### src/rtl/dac_feeder_pkg.sv
// Shared types for the DAC sample feeder.
// Sample layout matches the QPSK modulator output bus.
package dac_feeder_pkg;

  localparam int IQ_W = 16;
  localparam logic [15:0] UNDERFLOW_MAX = 16'hFFFF;

  typedef enum logic [1:0] {
    ST_IDLE    = 2'd0,
    ST_PREFILL = 2'd1,
    ST_RUN     = 2'd2
  } state_t;

  typedef struct packed {
    logic [IQ_W-1:0] i;
    logic [IQ_W-1:0] q;
  } iq_sample_t;

endpackage

### src/rtl/dac_sample_feeder_fifo.sv
// Single-clock first-word-fall-through FIFO.
// Level is a separate counter so full and empty never alias.
module sync_fifo_fwft #(
  parameter int DEPTH = 64,
  parameter int WIDTH = 32
) (
  input  logic                     clk,
  input  logic                     reset,
  input  logic                     flush,
  input  logic                     wr_en,
  input  logic [WIDTH-1:0]         wr_data,
  input  logic                     rd_en,
  output logic [WIDTH-1:0]         rd_data,
  output logic [$clog2(DEPTH):0]   level,
  output logic                     full,
  output logic                     empty
);

  localparam int AW = $clog2(DEPTH);
  localparam int LW = AW + 1;

  logic [WIDTH-1:0] mem [DEPTH];
  logic [AW-1:0]    wr_ptr;
  logic [AW-1:0]    rd_ptr;
  logic             do_wr;
  logic             do_rd;

  assign full  = (level == LW'(DEPTH));
  assign empty = (level == '0);

  assign do_rd = rd_en && !empty && !flush;
  assign do_wr = wr_en && (!full || do_rd) && !flush;

  assign rd_data = mem[rd_ptr];

  always_ff @(posedge clk) begin
    if (reset || flush) begin
      wr_ptr <= '0;
      rd_ptr <= '0;
      level  <= '0;
    end else begin
      if (do_wr) wr_ptr <= wr_ptr + AW'(1);
      if (do_rd) rd_ptr <= rd_ptr + AW'(1);
      unique case ({do_wr, do_rd})
        2'b10:   level <= level + LW'(1);
        2'b01:   level <= level - LW'(1);
        default: level <= level;
      endcase
    end
  end

  always_ff @(posedge clk) begin
    if (do_wr) mem[wr_ptr] <= wr_data;
  end

endmodule

### src/rtl/dac_sample_feeder.sv
// Buffers bursty modulator samples and paces them out to the DAC
// at one sample per DIVIDER clocks, with prefill and status tracking.
module dac_sample_feeder
  import dac_feeder_pkg::*;
#(
  parameter int DEPTH    = 64,
  parameter int PREFILL  = 32,
  parameter int DIVIDER  = 4,
  parameter int SAMPLE_W = IQ_W
) (
  input  logic                     i_clk,
  input  logic                     i_reset,
  input  logic                     i_enable,
  input  logic [2*SAMPLE_W-1:0]    i_data,
  input  logic                     i_valid,
  output logic [SAMPLE_W-1:0]      o_dac_i,
  output logic [SAMPLE_W-1:0]      o_dac_q,
  output logic                     o_dac_valid,
  output logic [$clog2(DEPTH):0]   o_level,
  output logic [1:0]               o_state,
  output logic                     o_overflow,
  output logic [15:0]              o_underflow_cnt
);

  localparam int AW = $clog2(DEPTH);
  localparam int LW = AW + 1;
  localparam int CW = $clog2(DIVIDER);
  localparam int DW = 2 * SAMPLE_W;
  localparam logic [CW-1:0] CNT_MAX = CW'(DIVIDER - 1);
  localparam logic [LW-1:0] PRE_LVL = LW'(PREFILL);

  state_t          state;
  state_t          state_nxt;
  logic [CW-1:0]   cnt;
  logic            tick;
  logic [DW-1:0]   head;
  logic [LW-1:0]   level;
  logic            full;
  logic            empty;
  logic            flush;
  logic            pop;
  logic            push;
  logic            drop;
  logic            underflow;
  logic            zero_out;

  assign tick = (cnt == CNT_MAX);

  always_ff @(posedge i_clk) begin
    if (i_reset)   cnt <= '0;
    else if (tick) cnt <= '0;
    else           cnt <= cnt + CW'(1);
  end

  always_ff @(posedge i_clk) begin
    if (i_reset) state <= ST_IDLE;
    else         state <= state_nxt;
  end

  always_comb begin
    state_nxt = state;
    if (!i_enable) begin
      state_nxt = ST_IDLE;
    end else begin
      unique case (state)
        ST_IDLE:    state_nxt = ST_PREFILL;
        ST_PREFILL: if (level >= PRE_LVL) state_nxt = ST_RUN;
        ST_RUN:     if (tick && empty) state_nxt = ST_PREFILL;
        default:    state_nxt = ST_IDLE;
      endcase
    end
  end

  // Disable outranks underflow, which outranks a normal pop.
  always_comb begin
    flush     = 1'b0;
    pop       = 1'b0;
    underflow = 1'b0;
    zero_out  = 1'b0;
    unique case (1'b1)
      (!i_enable || state == ST_IDLE): begin
        flush    = 1'b1;
        zero_out = 1'b1;
      end
      (i_enable && state == ST_RUN && tick): begin
        pop       = !empty;
        underflow = empty;
        zero_out  = empty;
      end
      default: ;
    endcase
  end

  assign push = i_valid && !flush && (!full || pop);
  assign drop = i_valid && !flush && full && !pop;

  sync_fifo_fwft #(
    .DEPTH (DEPTH),
    .WIDTH (DW)
  ) u_fifo (
    .clk     (i_clk),
    .reset   (i_reset),
    .flush   (flush),
    .wr_en   (push),
    .wr_data (i_data),
    .rd_en   (pop),
    .rd_data (head),
    .level   (level),
    .full    (full),
    .empty   (empty)
  );

  always_ff @(posedge i_clk) begin
    if (i_reset) begin
      o_dac_i         <= '0;
      o_dac_q         <= '0;
      o_dac_valid     <= 1'b0;
      o_overflow      <= 1'b0;
      o_underflow_cnt <= '0;
    end else begin
      o_dac_valid <= pop;
      if (pop) begin
        o_dac_i <= head[DW-1:SAMPLE_W];
        o_dac_q <= head[SAMPLE_W-1:0];
      end else if (zero_out) begin
        o_dac_i <= '0;
        o_dac_q <= '0;
      end
      if (drop) o_overflow <= 1'b1;
      if (underflow && o_underflow_cnt != UNDERFLOW_MAX)
        o_underflow_cnt <= o_underflow_cnt + 16'd1;
    end
  end

  assign o_level = level;
  assign o_state = state;

endmodule

### config.mk
export PLATFORM = sky130hd
export DESIGN_NAME = dac_sample_feeder
export DESIGN_NICKNAME = d
export VERILOG_FILES = /design/src/rtl/dac_feeder_pkg.sv /design/src/rtl/dac_sample_feeder_fifo.sv /design/src/rtl/dac_sample_feeder.sv
export SDC_FILE = /design/constraint.sdc
export NUM_CORES = 2
export LEC_CHECK = 0
export CAP_MARGIN = 20
export CORE_MARGIN = 2
export CORE_UTILIZATION = 56
export CTS_CLUSTER_SIZE = 12
export DETAILED_ROUTE_END_ITERATION = 12
export DONT_BUFFER_PORTS = 1
export GPL_TIMING_DRIVEN = 0
export PLACE_DENSITY = 0.71
export SLEW_MARGIN = 15
export SYNTH_ARGS = -nofsm -noshare
export SYNTH_HDL_FRONTEND = slang
export SYNTH_SLANG_ARGS = --single-unit
### constraint.sdc
create_clock -name i_clk -period 4.6 [get_ports i_clk]
set_clock_uncertainty 0.15 [all_clocks]
set_input_delay 0.92 -clock i_clk [delete_from_list [all_inputs] [get_ports i_clk]]
set_output_delay 0.92 -clock i_clk [all_outputs]
set_load 0.03 [all_outputs]
**After elaboration in Yosys (flattened, before gate mapping)**

Memory sizes are Yosys's and may differ from the RTL's. A register that Yosys moved wholly into a read port is not among the register bits.
Index checks and enable logic that the tools add are counted.

- Add/sub/neg operators: 6
- Order comparisons: 1
- Equal/unequal tests: 9
- Multiplexer cells: 15
- Bitwise gates (word level): 1
- Reductions and logical operators: 28

Operators with widths:

| kind | count |
|---|---|
| $mux W16 | 3 |
| $add A16 B1 Y16 const B | 1 |
| $ne A16 B16 Y1 const B | 1 |
| $pmux W7 S2 | 1 |
| $add A6 B1 Y6 const B | 2 |
| $logic_and A1 B1 Y1 | 12 |
| $mux W6 | 2 |
| $add A7 B1 Y7 const B | 1 |
| $eq A7 B7 Y1 const B | 1 |
| $ge A7 B6 Y1 const B | 1 |
| $logic_not A7 Y1 | 1 |
| $sub A7 B1 Y7 const B | 1 |
| $eq A2 B2 Y1 const B | 3 |
| $pmux W2 S3 | 1 |
| $logic_not A1 Y1 | 5 |
| $mux W1 | 5 |
| $eq A2 B1 Y1 const B | 2 |
| $logic_or A1 B1 Y1 | 4 |
| $mux W2 | 2 |
| $ne A2 B2 Y1 const B | 2 |
| $reduce_bool A2 Y1 | 2 |
| $reduce_or A2 Y1 | 2 |
| $add A2 B1 Y2 const B | 1 |
| $logic_not A2 Y1 | 1 |
| other kinds (3) | 3 |

- Register bits: 73
- RAM bits: 2048
- Memories kept: 1

Memories:

| name | depth | width | rd ports | clocked after memory_dff | wr ports | line | text |
|---|---|---|---|---|---|---|---|
| u_fifo.mem | 64 | 32 | 1 | 1 | 1 | dac_sample_feeder_fifo.sv:22 | `logic [WIDTH-1:0] mem [DEPTH];` |

**Depth between registers and ports, before layout**

- Word-level depth: 11
- Gate-level depth with buffers: 15
- Depth with buffers taken out: 13

**Modules after synthesis**

A second synthesis with hierarchy kept.

- Cells, all modules: 3640
- Area total of the unflattened synthesis: 81266.7 um^2

By module, submodules not included:

| module | instances | cells an instance | area each (um^2) | seq. area each (um^2) |
|---|---|---|---|---|
| sync_fifo_fwft | 1 | 3439 | 79192.2 | 61999.5 |
| dac_sample_feeder | 1 | 201 | 2074.5 | 1081.0 |

**Least setup slack after synthesis**

No wires, ideal clock.

- Kind: input to register
- Start: in i_enable
- End: mem u_fifo.mem[31][0], enable pin
- Library setup time: 0.423 ns
- Data arrival time: 3.554 ns
- Setup slack: 0.473 ns
- Stages: 6
- Path buffers: 1
- Cell sequence: nand4b_2 > a41oi_1 > and2_1 > clkbuf_1 > nand3_2 > nor2_1

- Cells in the longest elaborated chain, start to end: 10

Ends and longest elaborated chain:

| item | line | text |
|---|---|---|
| start: declaration | dac_sample_feeder.sv:13 | `input logic i_enable,` |
| $logic_not A1 Y1 / $logic_and A1 B1 Y1 (equally long branches) | dac_sample_feeder.sv:81, dac_sample_feeder.sv:85 |  |
| $logic_or A1 B1 Y1 / $logic_and A1 B1 Y1 (equally long branches) | dac_sample_feeder.sv:81, dac_sample_feeder.sv:85 |  |
| $mux W1 | dac_sample_feeder.sv:80 | `unique case (1'b1)` |
| $logic_not A1 Y1 / $logic_and A1 B1 Y1 (equally long branches) | dac_sample_feeder_fifo.sv:31, dac_sample_feeder_fifo.sv:32, dac_sample_feeder.sv:94 |  |
| $logic_and A1 B1 Y1, on equally long branches | dac_sample_feeder.sv:94, dac_sample_feeder_fifo.sv:31 |  |
| $logic_and A1 B1 Y1 / $logic_or A1 B1 Y1 (equally long branches) | dac_sample_feeder.sv:94, dac_sample_feeder_fifo.sv:32 |  |
| $logic_and A1 B1 Y1 | dac_sample_feeder_fifo.sv:32 | `assign do_wr = wr_en && (!full \|\| do_rd) && !flush;` |
| $logic_and A1 B1 Y1 (*) | dac_sample_feeder_fifo.sv:32 |  |
| $mux W1 (*) | dac_sample_feeder_fifo.sv:53 | `if (do_wr) mem[wr_ptr] <= wr_data;` |
| $mux W1 (implied by the code) (*) | dac_sample_feeder_fifo.sv:53 |  |
| end: declaration | dac_sample_feeder_fifo.sv:22 |  |

Mark *: on every way between the ends. The rest lies on a longest branch, timed or not.

==> results.md <==
- Setup WS post-layout: -0.182 ns
- Maximum root-to-sink buffer count: 3
- Total number of yosys warnings: 0
- IR drop worst, VDD: 415 uV
- Power share of the combinational group: 0.2%
- Result of the run: complete, but fails checks
- Reg2reg setup slack: -0.18 ns
- Async set or reset register ratio after synthesis: 0%
- Count of input and output buffers: 0
- Std cell rows: 139
- Highest routing layer actually used: met5
- Capture instance of the worst register-to-register path: o_dac_q[4]
- Crit Path Category: flop to flop
- Reported net switching power: 7.16 mW
- Vias in the first global route: 43,300
- Vias per Instance: 7.28
- Sum of routed wire segments on met1: 87.2 mm
- Clk pin slew, worst setup/hold paths: 0.06 ns
- Initial antenna violation count: 6
- Element type at the critical path end: flop
- Mapped Cells: 3,775
- Number of CTS-inserted buffers: 208
- Internal power of the cells: 30.0 mW
- Die Y-Extent: 386 um
- Number of flip-flops and latches in the synthesized netlist: 2,127
- Total cell area at the placement stage: 87,500 um^2
- Clock tree from TritonCTS: done
- Commonest non-fill, non-tap cell in the layout: sky130_fd_sc_hd__edfxtp_1
- Static leakage: 28.1 nW
- Post-route worst hold slack: 0.0254 ns
- Area of the core region: 144,000 um^2
- WL final: 263 mm
- Max-slew violation count: 0
- Number of primary I/O pins: 95
- Number of DRC violations after detailed-routing iteration 0: 8,209
- Failing checks: negative setup slack
- Type of origin of the critical path: flop
- Combined area of all synthesized cells: 81,500 um^2
- Number of iterations in the first detailed-routing pass: 6
- Total global-route track usage: 35.7%
- Clock root buffer: sky130_fd_sc_hd__clkbuf_16
- Starting Density: 56.6%
- Global route overflow: 0
- Tmin final: 4.78 ns
- H-tree Lvls: 4
- Sequential cell area fraction in the yosys report: 77.4%
- Post-Layout Inst Area: 93,900 um^2
- Number of clock sinks seen by CTS: 2,127
- EDFF count, synth: 2,048
- Routed wire length per instance: 42.5 um
- Distinct cell type count of the synthesized netlist: 58
- Measured slew at the worst slew-check pin: 1.30 ns
- Largest net degree at the start of global routing: 65
- Total Die Area: 149,000 um^2
- Final cycle utilization of the critical path: 104%
- Reg2Reg Depth: 8
- Final weighted congestion in routability-driven placement: 0.889
- Syn avg cell area: 21.6 um^2
- Detail Placement HPWL: 173 mm
- Horizontal die dimension: 386 um
- Critical path endpoint: o_dac_q[4]
- Most used cells in the layout excluding fill and tap cells: sky130_fd_sc_hd__edfxtp_1, sky130_fd_sc_hd__mux4_2, sky130_fd_sc_hd__mux2i_1
- # DRC: 0
- Flip-flop and latch area: 63,100 um^2
- Area growth from synthesis to layout: 15.2%
- Clock latency at the later pin of the worst-skew pair: 0.86 ns
- Layout Nets: 4,176
- Worst endpoint required time: 5.15 ns
- Worst EP arrival: 5.33 ns
- Post-route core utilization: 65.2%
- Setup total negative slack: -0.542 ns
- Number of fill cells: 9,046
- Maximum capacitance violations: 0
- Total power: 37.1 mW
- Relative contribution of sequential cells to total power: 57.1%
- Area occupied by multi-input gates: 18,000 um^2
- Global-route wire length before repair: 354 mm
- Worst-path maximum fanout: 10
- Count of final setup violators: 6
- Synthesized netlist net count: 3,818
- Highest Clock Rate: 209 MHz
- Final Hold Violating Endpoints: 0
- Normalized max-slew margin: 13.0%
- Vias after detailed routing: 45,000
- Routed length on met3: 43.4 mm
- Type of the worst min-delay path: primary input to flop
- Ratio of cells with drive above 1 in the final layout: 25.3%
- Leading register cell type out of synthesis: sky130_fd_sc_hd__edfxtp_1
- Clock share of power: 42.7%
- Detail Route Antenna Nets: 0
- Power density cells: 396 nW/um^2
- Switch share: 19.3%
- Met2 wirelength from detailed routing: 114 mm
timing repair:
action,in CTS,in global routing
hold buffers,9,0
pin swaps,1,0
endpoints found under the setup margin,13,70
setup buffers,1,0
endpoints found under the hold margin,27,0
resized for setup,1,16
worst max-delay path, stage by stage (launching register included):
cell and delay (ns):
sky130_fd_sc_hd__dfxtp_1 0.65, sky130_fd_sc_hd__clkdlybuf4s15_1 0.89, sky130_fd_sc_hd__clkbuf_2 0.59, sky130_fd_sc_hd__buf_1 0.85
sky130_fd_sc_hd__mux4_2 0.44, sky130_fd_sc_hd__mux2i_1 0.40, sky130_fd_sc_hd__a21oi_1 0.13, sky130_fd_sc_hd__o21ai_1 0.40
sky130_fd_sc_hd__nand3_1 0.13
kinds of logic after synthesis:
kind of cell / after synthesis / share of synthesized area [%]
multiplexers: 708 / 16.1
buffers and inverters: 217 / 1.24
AO/OA/AOI/OAI: 269 / 2.30
adder cells (fa/ha/maj): 7 / 0.107
flip-flops: 2127 / 77.4
AND/OR/NAND/NOR: 420 / 2.56
XOR/XNOR: 27 / 0.290
cell type report:
| type | instances | share of cell area, % |
|---|---|---|
| Antenna cell | 7 | 0.0187 |
| Clock inverter | 47 | 0.433 |
| Timing Repair Buffer | 148 | 3.48 |
| Multi-Input combinational cell | 1431 | 19.1 |
| Clock buffer | 302 | 6.07 |
| Inverter | 8 | 0.0320 |
| Buffer | 209 | 1.07 |
| Tap cell | 1903 | 2.54 |
| Sequential cell | 2127 | 67.2 |
Yosys cell counts, drive strengths merged, types with 13 or more instances:
cell,instances,area (um^2)
nand4,20,125
clkbuf,83,312
edfxtp,2048,61500
nor2b,37,231
nand2,89,334
a211oi,54,405
nand3,78,395
a22oi,78,586
buf,126,673
nand3b,15,113
xor2,18,158
o21ai,23,115
o22ai,32,200
mux4,482,10900
dfxtp,79,1580
nand2b,13,81.3
nor2,120,453
mux2i,218,2180
a21oi,38,190
routing by layer:
metal	track usage, %	vias to the layer above
met5	0	-
met1	46.8	23000
met2	51.2	4520
met4	19.9	6
met3	14.4	964
li1	-	16500
sequential cells by signal (all words and copies together), names as in the netlist, named ones only:
name / flops
o_underflow_cnt: 16
u_fifo.wr_ptr: 6
u_fifo.rd_ptr: 6
u_fifo.level: 7
o_overflow: 1
cnt: 2
o_dac_q: 16
o_dac_valid: 1
o_dac_i: 16
u_fifo.mem: 2048
o_state: 2
power by group through the flow:
stage               logic, mW  clock network (mW)  registers [mW]
finish                 0.0668                15.9            21.2
global route           0.0683                16.6            21.2
CTS                    0.0634                15.9            21.2
detailed placement     0.0492                   0            21.6
global placement       0.0429                   0            21.6
floorplan              0.0266                   0            21.6
worst min-delay path by stage:
stage / startpoint / end / slack [ns] / cells after the start
6_report: i_data[28] / u_fifo.mem[58][28] / 0.03 / 0
5_1_grt: i_data[28] / u_fifo.mem[58][28] / 0.006 / 0
4_1_cts: i_data[25] / u_fifo.mem[32][25] / 0.0002 / 0
3_5_place_dp: cnt[0] / cnt[0] / 0.29 / 1
3_3_place_gp: cnt[0] / cnt[0] / 0.27 / 1
2_1_floorplan: cnt[0] / cnt[0] / 0.26 / 1
stage by stage:
stage,cells,setup slack [ns]
6_report,6182,-0.182
5_1_grt,6175,-0.0242
4_1_cts,6171,0.0444
3_5_place_dp,5812,-0.175
3_3_place_gp,5678,-2.69
2_1_floorplan,3775,0.473
Power figures use the tool's default switching activity.
